## src/rtl/uart_tx_word_pkg.sv

```systemverilog
// Shared constants and state types for the word-wide UART 8N1 transmitter.
// The baud constants live here so the receiver can import the same values
// and both ends of the link always agree on the line rate.
package uart_tx_word_pkg;

    localparam int UART_CLK_FREQ   = 50_000_000;
    localparam int UART_BAUD       = 115_200;
    localparam int UART_WORD_BYTES = 4;

    // Byte serializer states
    typedef enum logic [1:0] {
        TX_IDLE  = 2'd0,
        TX_START = 2'd1,
        TX_DATA  = 2'd2,
        TX_STOP  = 2'd3
    } tx_state_t;

    // Outer word sequencer states
    typedef enum logic {
        WORD_IDLE = 1'b0,
        WORD_SEND = 1'b1
    } word_state_t;

endpackage

```

## src/rtl/uart_tx_byte.sv

```systemverilog
// Byte serializer: baud counter plus START/DATA/STOP framing for one 8N1 byte.
// byte_ready is also raised in the last cycle of a stop bit, so a waiting
// byte is taken straight into a new start bit with no idle gap between frames.
// byte_done pulses for one cycle only when the serializer drops back to idle.
module uart_tx_byte
    import uart_tx_word_pkg::*;
#(
    parameter int CLKS_PER_BIT = 10
) (
    input  logic       clk,
    input  logic       rst_p,
    input  logic       byte_valid,
    input  logic [7:0] byte_data,
    output logic       byte_ready,
    output logic       tx_line,
    output logic       byte_done
);

    localparam int BAUD_W = (CLKS_PER_BIT > 1) ? $clog2(CLKS_PER_BIT) : 1;
    localparam logic [BAUD_W-1:0] BAUD_LAST = BAUD_W'(CLKS_PER_BIT - 1);

    tx_state_t         state_reg;
    logic [BAUD_W-1:0] baud_cnt_reg;
    logic [2:0]        bit_cnt_reg;
    logic [7:0]        shift_reg;
    logic              tx_reg;
    logic              done_reg;
    logic              bit_end;

    assign bit_end    = (baud_cnt_reg == BAUD_LAST);
    assign byte_ready = (state_reg == TX_IDLE) || ((state_reg == TX_STOP) && bit_end);
    assign tx_line    = tx_reg;
    assign byte_done  = done_reg;

    // Framing FSM; the line level is registered so it only moves on bit boundaries
    always_ff @(posedge clk or posedge rst_p) begin
        if (rst_p) begin
            state_reg    <= TX_IDLE;
            baud_cnt_reg <= '0;
            bit_cnt_reg  <= '0;
            shift_reg    <= '0;
            tx_reg       <= 1'b1;
            done_reg     <= 1'b0;
        end else begin
            done_reg <= 1'b0;
            case (state_reg)
                TX_IDLE: begin
                    if (byte_valid) begin
                        state_reg    <= TX_START;
                        shift_reg    <= byte_data;
                        baud_cnt_reg <= '0;
                        bit_cnt_reg  <= '0;
                        tx_reg       <= 1'b0;
                    end
                end
                TX_START: begin
                    if (bit_end) begin
                        state_reg    <= TX_DATA;
                        baud_cnt_reg <= '0;
                        bit_cnt_reg  <= '0;
                        tx_reg       <= shift_reg[0];
                    end else begin
                        baud_cnt_reg <= baud_cnt_reg + 1'b1;
                    end
                end
                TX_DATA: begin
                    if (bit_end) begin
                        baud_cnt_reg <= '0;
                        if (bit_cnt_reg == 3'd7) begin
                            state_reg <= TX_STOP;
                            tx_reg    <= 1'b1;
                        end else begin
                            bit_cnt_reg <= bit_cnt_reg + 1'b1;
                            shift_reg   <= shift_reg >> 1;
                            tx_reg      <= shift_reg[1];
                        end
                    end else begin
                        baud_cnt_reg <= baud_cnt_reg + 1'b1;
                    end
                end
                TX_STOP: begin
                    if (bit_end) begin
                        baud_cnt_reg <= '0;
                        bit_cnt_reg  <= '0;
                        if (byte_valid) begin
                            // Chain the next byte directly into a start bit
                            state_reg <= TX_START;
                            shift_reg <= byte_data;
                            tx_reg    <= 1'b0;
                        end else begin
                            state_reg <= TX_IDLE;
                            done_reg  <= 1'b1;
                        end
                    end else begin
                        baud_cnt_reg <= baud_cnt_reg + 1'b1;
                    end
                end
                default: begin
                    state_reg <= TX_IDLE;
                    tx_reg    <= 1'b1;
                end
            endcase
        end
    end

endmodule

```

## src/rtl/uart_tx_word.sv

```systemverilog
// Word-wide UART 8N1 transmitter. Accepts one word over valid/ready and sends
// its bytes least-significant first as back-to-back frames on one line.
// Byte 0 goes to the serializer in the accept cycle itself, so the start bit
// appears one cycle after accept; the remaining bytes wait in word_reg and
// are shifted down one byte each time the serializer chains a new frame.
module uart_tx_word
    import uart_tx_word_pkg::*;
#(
    parameter int CLK_FREQ   = UART_CLK_FREQ,
    parameter int BAUD_RATE  = UART_BAUD,
    parameter int WORD_BYTES = UART_WORD_BYTES
) (
    input  logic                    clk,
    input  logic                    rst_p,
    input  logic                    word_valid,
    input  logic [WORD_BYTES*8-1:0] word_data,
    output logic                    word_ready,
    output logic                    uart_tx,
    output logic                    tx_busy,
    output logic                    tx_done
);

    localparam int CLKS_PER_BIT = CLK_FREQ / BAUD_RATE;
    localparam int BYTE_W       = (WORD_BYTES > 1) ? $clog2(WORD_BYTES) : 1;
    localparam logic [BYTE_W-1:0] BYTE_LAST = BYTE_W'(WORD_BYTES - 1);

    word_state_t             state_reg;
    logic [WORD_BYTES*8-1:0] word_reg;
    logic [BYTE_W-1:0]       byte_cnt_reg;
    logic                    byte_valid;
    logic                    byte_ready;
    logic [7:0]              byte_data;

    assign word_ready = (state_reg == WORD_IDLE);
    assign tx_busy    = (state_reg != WORD_IDLE);

    // Byte feed: straight from word_data on accept, then from the held remainder
    always_comb begin
        byte_valid = 1'b0;
        byte_data  = word_reg[7:0];
        if (state_reg == WORD_IDLE) begin
            byte_valid = word_valid;
            byte_data  = word_data[7:0];
        end else begin
            byte_valid = (byte_cnt_reg != BYTE_LAST);
        end
    end

    // Word sequencer: latches the word on accept and tracks which byte is on the line
    always_ff @(posedge clk or posedge rst_p) begin
        if (rst_p) begin
            state_reg    <= WORD_IDLE;
            word_reg     <= '0;
            byte_cnt_reg <= '0;
        end else begin
            case (state_reg)
                WORD_IDLE: begin
                    if (word_valid) begin
                        state_reg    <= WORD_SEND;
                        word_reg     <= word_data >> 8;
                        byte_cnt_reg <= '0;
                    end
                end
                WORD_SEND: begin
                    // byte_ready is only seen here at the end of a stop bit
                    if (byte_ready) begin
                        if (byte_cnt_reg != BYTE_LAST) begin
                            byte_cnt_reg <= byte_cnt_reg + 1'b1;
                            word_reg     <= word_reg >> 8;
                        end else begin
                            state_reg <= WORD_IDLE;
                        end
                    end
                end
                default: state_reg <= WORD_IDLE;
            endcase
        end
    end

    uart_tx_byte #(
        .CLKS_PER_BIT(CLKS_PER_BIT)
    ) u_byte (
        .clk       (clk),
        .rst_p     (rst_p),
        .byte_valid(byte_valid),
        .byte_data (byte_data),
        .byte_ready(byte_ready),
        .tx_line   (uart_tx),
        .byte_done (tx_done)
    );

endmodule

```

## config.mk

```make
export PLATFORM = sky130hd
export DESIGN_NAME = uart_tx_word
export DESIGN_NICKNAME = d
export VERILOG_FILES = /design/src/rtl/uart_tx_word_pkg.sv /design/src/rtl/uart_tx_byte.sv /design/src/rtl/uart_tx_word.sv
export SDC_FILE = /design/constraint.sdc
export NUM_CORES = 1
export LEC_CHECK = 0
export CAP_MARGIN = 20
export CORE_MARGIN = 4
export CORE_UTILIZATION = 58
export CTS_CLUSTER_DIAMETER = 60
export DETAILED_ROUTE_END_ITERATION = 10
export PLACE_DENSITY = 0.89
export REMOVE_ABC_BUFFERS = 1
export SLEW_MARGIN = 20
export SYNTH_ARGS = -nofsm -noshare
export SYNTH_HDL_FRONTEND = slang
export SYNTH_SLANG_ARGS = --single-unit
```

## constraint.sdc

```tcl
create_clock -name clk -period 4.1 [get_ports clk]
set_clock_uncertainty 0.15 [all_clocks]
set_input_delay 0.41 -clock clk [delete_from_list [all_inputs] [get_ports clk]]
set_output_delay 0.41 -clock clk [all_outputs]
set_load 0.005 [all_outputs]
```

==> metrics.txt, run 1 <==
Pins Over Slew Limit=0; Worst Path Arrival=2.72 ns; number of distinct library cells after synthesis=40; GRT Resource Usage Total=0.201; VDD IR max=0.447 mV; Worst-Skew Late Latency=0.31 ns; port buffer count=38; Hold Crit Start=u_byte.baud_cnt_reg[8]; Post-Place Cells=343; worst path cell trace=inv_1 > ha_1 > inv_1 > a2111oi_4 > mux2_2; Syn Inst Count=265; CP top delay family=compound AO/OA/AOI/OAI gates; Final HPWL DP=4000 µm; final hold vios=0; Pre-Repair DR Iteration Count=4; Yosys top cell area share=0.465; Seq/Total Area, Yosys=0.475; Main synth FF type=dfrtp_1; setup TNS=0 ns; routed wire length=5800 µm; CP Launch Type=register; buffer depth of the longest clock path=2; Worst R2R Path Depth=5; first-pass GRT wire length=9600 µm; hold slack=0.350 ns; max-slew headroom at the worst pin=0.422; Worst Path Max Fanout=23; Slew @ Worst Pin=0.865 ns; pin count of the biggest net entering global routing=52; CTS root buf=clkbuf_8; final net count=343; Hold EP=u_byte.baud_cnt_reg[8]; core outline area=4410 µm²; CP max-delay cell=a2111oi_4; Finished Layout Cells=351; count of state elements after synthesis=51; R2R Path End=u_byte.shift_reg[2]; Largest register FFs=24; R2R setup slack=1.42 ns; drt wl/cell=16.5 µm; fin crit period=2.68 ns; CTS Buf Count=5; Yosys Warn Count=0; synth top area cells=dfrtp_1 47%, o21ai_0 10%, mux2i_1 8.9%; routability congestion estimate=0.887; Mapped Area=2690 µm²; cts repair resizes=0; Hold Buf Count CTS=0; R2R Path Start=u_byte.state_reg[0]; area leader, netlist=dfrtp_1; Initial Utilization=0.609; max_cap viols=0; status=finished clean; Crit. End Element=register; CP max stage delay=0.65 ns; Hold Path Cell Cnt=1; most frequent cells after synthesis=55 x o21ai_0, 50 x dfrtp_1, 24 x mux2i_1, 24 x nand2_1, 12 x mux2_2; PwrDens=674 nW/µm²; vias in the first global route=2013; Fmax achieved=0.373 GHz; EDFF count, synth=0; setup violators final=0; RSZ-0062 raised after global routing=no; # H-tree levels=2; Rows=24; n_diodes=0; Lkg Pwr=1.56 nW; Top Ports=39; Area Growth Syn to Fin=19.1%; post-CTS setup buffers=0; Via Count=2068; crit share post-route=0.653; Initial DRC Count=204; remaining antenna violation count=0; Avg Cell Area, Syn=10.1 µm²; residual DRC count=0; GRT overflow=0; Die ar.=5790 µm²; most used cell, CP=inv_1; clock-pin slew on the worst setup and hold paths=0.09 ns; Core Util, Final=0.726; kind of critical path=register to register; share of layout cells above drive strength 1=0.104; Sink Count=51; Buf/Inv on CP=2; CTS tree=done; initial antenna violation count=0; CP required=4.14 ns; count leader, synth=o21ai_0; Hold WC Path Type=register to register; DR vias/cell=5.89; Die X=76.1 µm; Async S/R FF share, synth=1.00; die span in y=76.1 µm
## worst max path at each step
| stage | startpoint | end | slack (ns) | cells after the start |
|---|---|---|---|---|
| floorplan | tx_busy | byte_cnt_reg[0] | 1.07 | 4 |
| global placement | u_byte.state_reg[0] | u_byte.shift_reg[0] | 1.53 | 5 |
| detailed placement | u_byte.state_reg[0] | u_byte.shift_reg[0] | 1.45 | 5 |
| CTS | u_byte.state_reg[0] | u_byte.shift_reg[0] | 1.44 | 5 |
| global route | u_byte.state_reg[0] | u_byte.shift_reg[2] | 1.21 | 5 |
| finish | u_byte.state_reg[0] | u_byte.shift_reg[2] | 1.42 | 5 |
## where the power goes
part | switching (mW) | total (mW) | leakage [nW] | internal (mW)
clock | 0.168 | 0.350 | 0.0581 | 0.182
combinational | 0.553 | 0.976 | 0.829 | 0.423
sequential | 0.136 | 0.832 | 0.674 | 0.696
total | 0.857 | 2.16 | 1.56 | 1.30
## worst register-to-register path: stages (launching register included)
cell and delay, ns:
dfrtp_1 0.41, inv_1 0.15, ha_1 0.58, inv_1 0.23
a2111oi_4 0.65, mux2_2 0.40
## metal layers
metal  part of all wire  track usage  wire [µm]  up-vias
li1                   -            -          -     1021
met1               0.44        0.264       2550     1002
met2               0.51        0.335       2970       37
met3              0.037       0.0461        215        8
met4              0.013       0.0524         73        0
met5                  0            0          0        -
## layout make-up
cell class,instances,area (µm²)
Multi-Input combinational cell,190,1310
Sequential cell,51,1280
Fill cell,318,1210
Timing Repair Buffer,41,403
Clock buffer,5,68.8
Tap cell,52,65.1
Clock inverter,3,43.8
Inverter,9,35.0
## cell usage in the layout (no fill, tap or decap), drive strengths merged, types with 2 or more instances in the layout
| cell | count |
|---|---|
| clkdlybuf4s50 | 38 |
| buf | 3 |
| inv | 8 |
| nand2b | 2 |
| clkinv | 3 |
| a31oi | 5 |
| and3 | 2 |
| or3 | 3 |
| or2 | 2 |
| mux2i | 24 |
| a21oi | 8 |
| nand3 | 11 |
| and2 | 4 |
| mux2 | 12 |
| a21boi | 2 |
| o31ai | 3 |
| ha | 10 |
| clkbuf | 5 |
| nor2 | 6 |
| nand2 | 24 |
| o21ai | 55 |
| nor3 | 3 |
| dfrtp | 50 |
## logic make-up (layout without fill, tap and decap cells)
logic type               after synthesis  in the layout  share of synthesized area
flip-flops                            51             51                      0.475
AO/OA/AOI/OAI                         82             82                      0.182
buffers and inverters                 24             58                     0.0377
AND/OR/NAND/NOR                       61             61                      0.115
multiplexers                          36             36                      0.140
adder cells (fa/ha/maj)               10             10                     0.0465
XOR/XNOR                               1              1                    0.00326
## per-stage QoR
step                      area [µm²]  setup WS, ns  total power, mW
after floorplan                 2620          1.07             1.51
after global placement          3090          1.53             1.75
after detailed placement        3090          1.45             1.81
after CTS                       3200          1.44             2.16
after global routing            3200          1.21             2.32
final                           3200          1.42             2.16
Note: power is estimated with default switching activity, not from simulation.
==> inputs of run 2 (changes only) <==
Settings changed: CORE_UTILIZATION 58 to 54, PLACE_DENSITY 0.89 to 0.84.
Clock period 4.1 ns to 2.7 ns, I/O delays scaled along.
==> run 2 against run 1 <==
Compared with the run above: hold slack lost 0.035 ns; non-clock buffer count rose by 3; combinational power is 53% higher; first-iteration DRC count down 34%; count of clock-buffer cells in the layout rose by 1; worst setup slack got worse by 1.1 ns; largest cell class unchanged.
==> metrics.txt, run 2 (same netlist as run 1, synthesis figures left out) <==
final net count=346; Worst-Skew Late Latency=0.31 ns; worst setup margin=0.274 ns; Worst Path Arrival=2.47 ns; crit share post-route=0.899; Finished Layout Cells=369; GRT Resource Usage Total=0.197; most common cell after layout, fill and taps aside=o21ai_0; Crit. End Element=register; CP required=2.75 ns; Via Count=2130; VDD IR max=0.706 mV; port buffer count=38; Die ar.=6170 µm²; RSZ-0062 raised after global routing=no; vias in the first global route=2120; drt wl/cell=15.6 µm; Slew @ Worst Pin=0.770 ns; kind of critical path=register to register; initial antenna violation count=0; Pre-Repair DR Iteration Count=4; Die X=78.6 µm; Largest register FFs=24; first-pass GRT wire length=9690 µm; Top Ports=39; residual DRC count=0; register area=1280 µm²; pin count of the biggest net entering global routing=52; die span in y=78.6 µm; Pins Over Slew Limit=0; share of layout cells above drive strength 1=0.109; routed wire length=5770 µm; Area Growth Syn to Fin=19.8%; clock-pin slew on the worst setup and hold paths=0.10 ns; Core Util, Final=0.673; GRT overflow=0; cts repair resizes=0; Hold Buf Count CTS=0; DR vias/cell=5.77; hold slack=0.315 ns; remaining antenna violation count=0; Initial Utilization=0.562; Rows=25; PwrDens=992 nW/µm²; Sink Count=51; # H-tree levels=2; core outline area=4790 µm²; fin crit period=2.43 ns; CP Launch Type=register; Hold WC Path Type=input pin to async pin; CTS root buf=clkbuf_8; Final HPWL DP=4080 µm; buffer depth of the longest clock path=2; Worst Path Max Fanout=8; filler cell count=381; Fmax achieved=0.412 GHz; Lkg Pwr=1.56 nW; Multi-input gate area=1310 µm²; routability congestion estimate=0.874; n_diodes=0; status=finished clean; most frequent cells in the layout=55 x o21ai_0, 50 x dfrtp_1, 38 x clkdlybuf4s50_1; setup violators final=0; CTS tree=done; final hold vios=0; CTS Buf Count=5; post-CTS setup buffers=0; max_cap viols=0; setup TNS=0 ns; Initial DRC Count=135; max-slew headroom at the worst pin=0.487; Post-Place Cells=361; worst slack, placed=0.286 ns
run 2: changes by cell type in the layout (fill, tap and decap cells not counted), sizes merged:
cell    change
buf         +3
bufinv      -1
clkbuf      +1
clkinv      -1
inv         +1
run 2: area by class of cell:
cell class | instances | area share
multi-input cells | 190 | 0.407
clock inverters | 2 | 0.00544
flip-flops and latches | 51 | 0.397
well taps | 67 | 0.0260
repair buffers | 44 | 0.132
inverters | 9 | 0.0105
clock buffers | 6 | 0.0225
run 2: worst paths after layout:
path / startpoint / end / slack [ns] / depth (start not counted)
min reg2reg: u_byte.baud_cnt_reg[8] / u_byte.baud_cnt_reg[8] / 0.35 / 1
max in group asynchronous: rst_p / u_byte.baud_cnt_reg[5] / 1.67 / 3
min: rst_p / tx_busy / 0.32 / 3
max: u_byte.bit_cnt_reg[0] / u_byte.shift_reg[6] / 0.27 / 5
min in group clk: u_byte.baud_cnt_reg[8] / u_byte.baud_cnt_reg[8] / 0.35 / 1
max reg2reg: u_byte.bit_cnt_reg[0] / u_byte.shift_reg[6] / 0.27 / 5
run 2: worst max-delay path, stage by stage (launching register included):
cell and delay, ns:
dfrtp_1 0.42, ha_1 0.21, ha_1 0.23, and2_1 0.23, a2111oi_4 0.67, mux2_2 0.41
run 2: through the flow:
| step | area, µm² | total power, mW |
|---|---|---|
| after global routing | 3220 | 3.45 |
| after detailed placement | 3130 | 2.77 |
| after global placement | 3130 | 2.69 |
| final | 3220 | 3.19 |
| after floorplan | 2620 | 2.30 |
| after CTS | 3220 | 3.21 |
run 2: report_power, final:
part	internal, mW	switching, mW	total, mW
registers	1.06	0.209	1.27
clock network	0.186	0.255	0.442
logic	0.652	0.834	1.49
run 2: per-layer routing:
metal / wire length (µm) / vias to the layer above / GRT usage / share of wire
li1: - / 1026 / - / -
met1: 2560 / 1053 / 0.254 / 0.44
met2: 2900 / 45 / 0.337 / 0.50
met3: 229 / 6 / 0.0401 / 0.040
met4: 76 / 0 / 0.0524 / 0.013
met5: 0 / - / 0 / 0
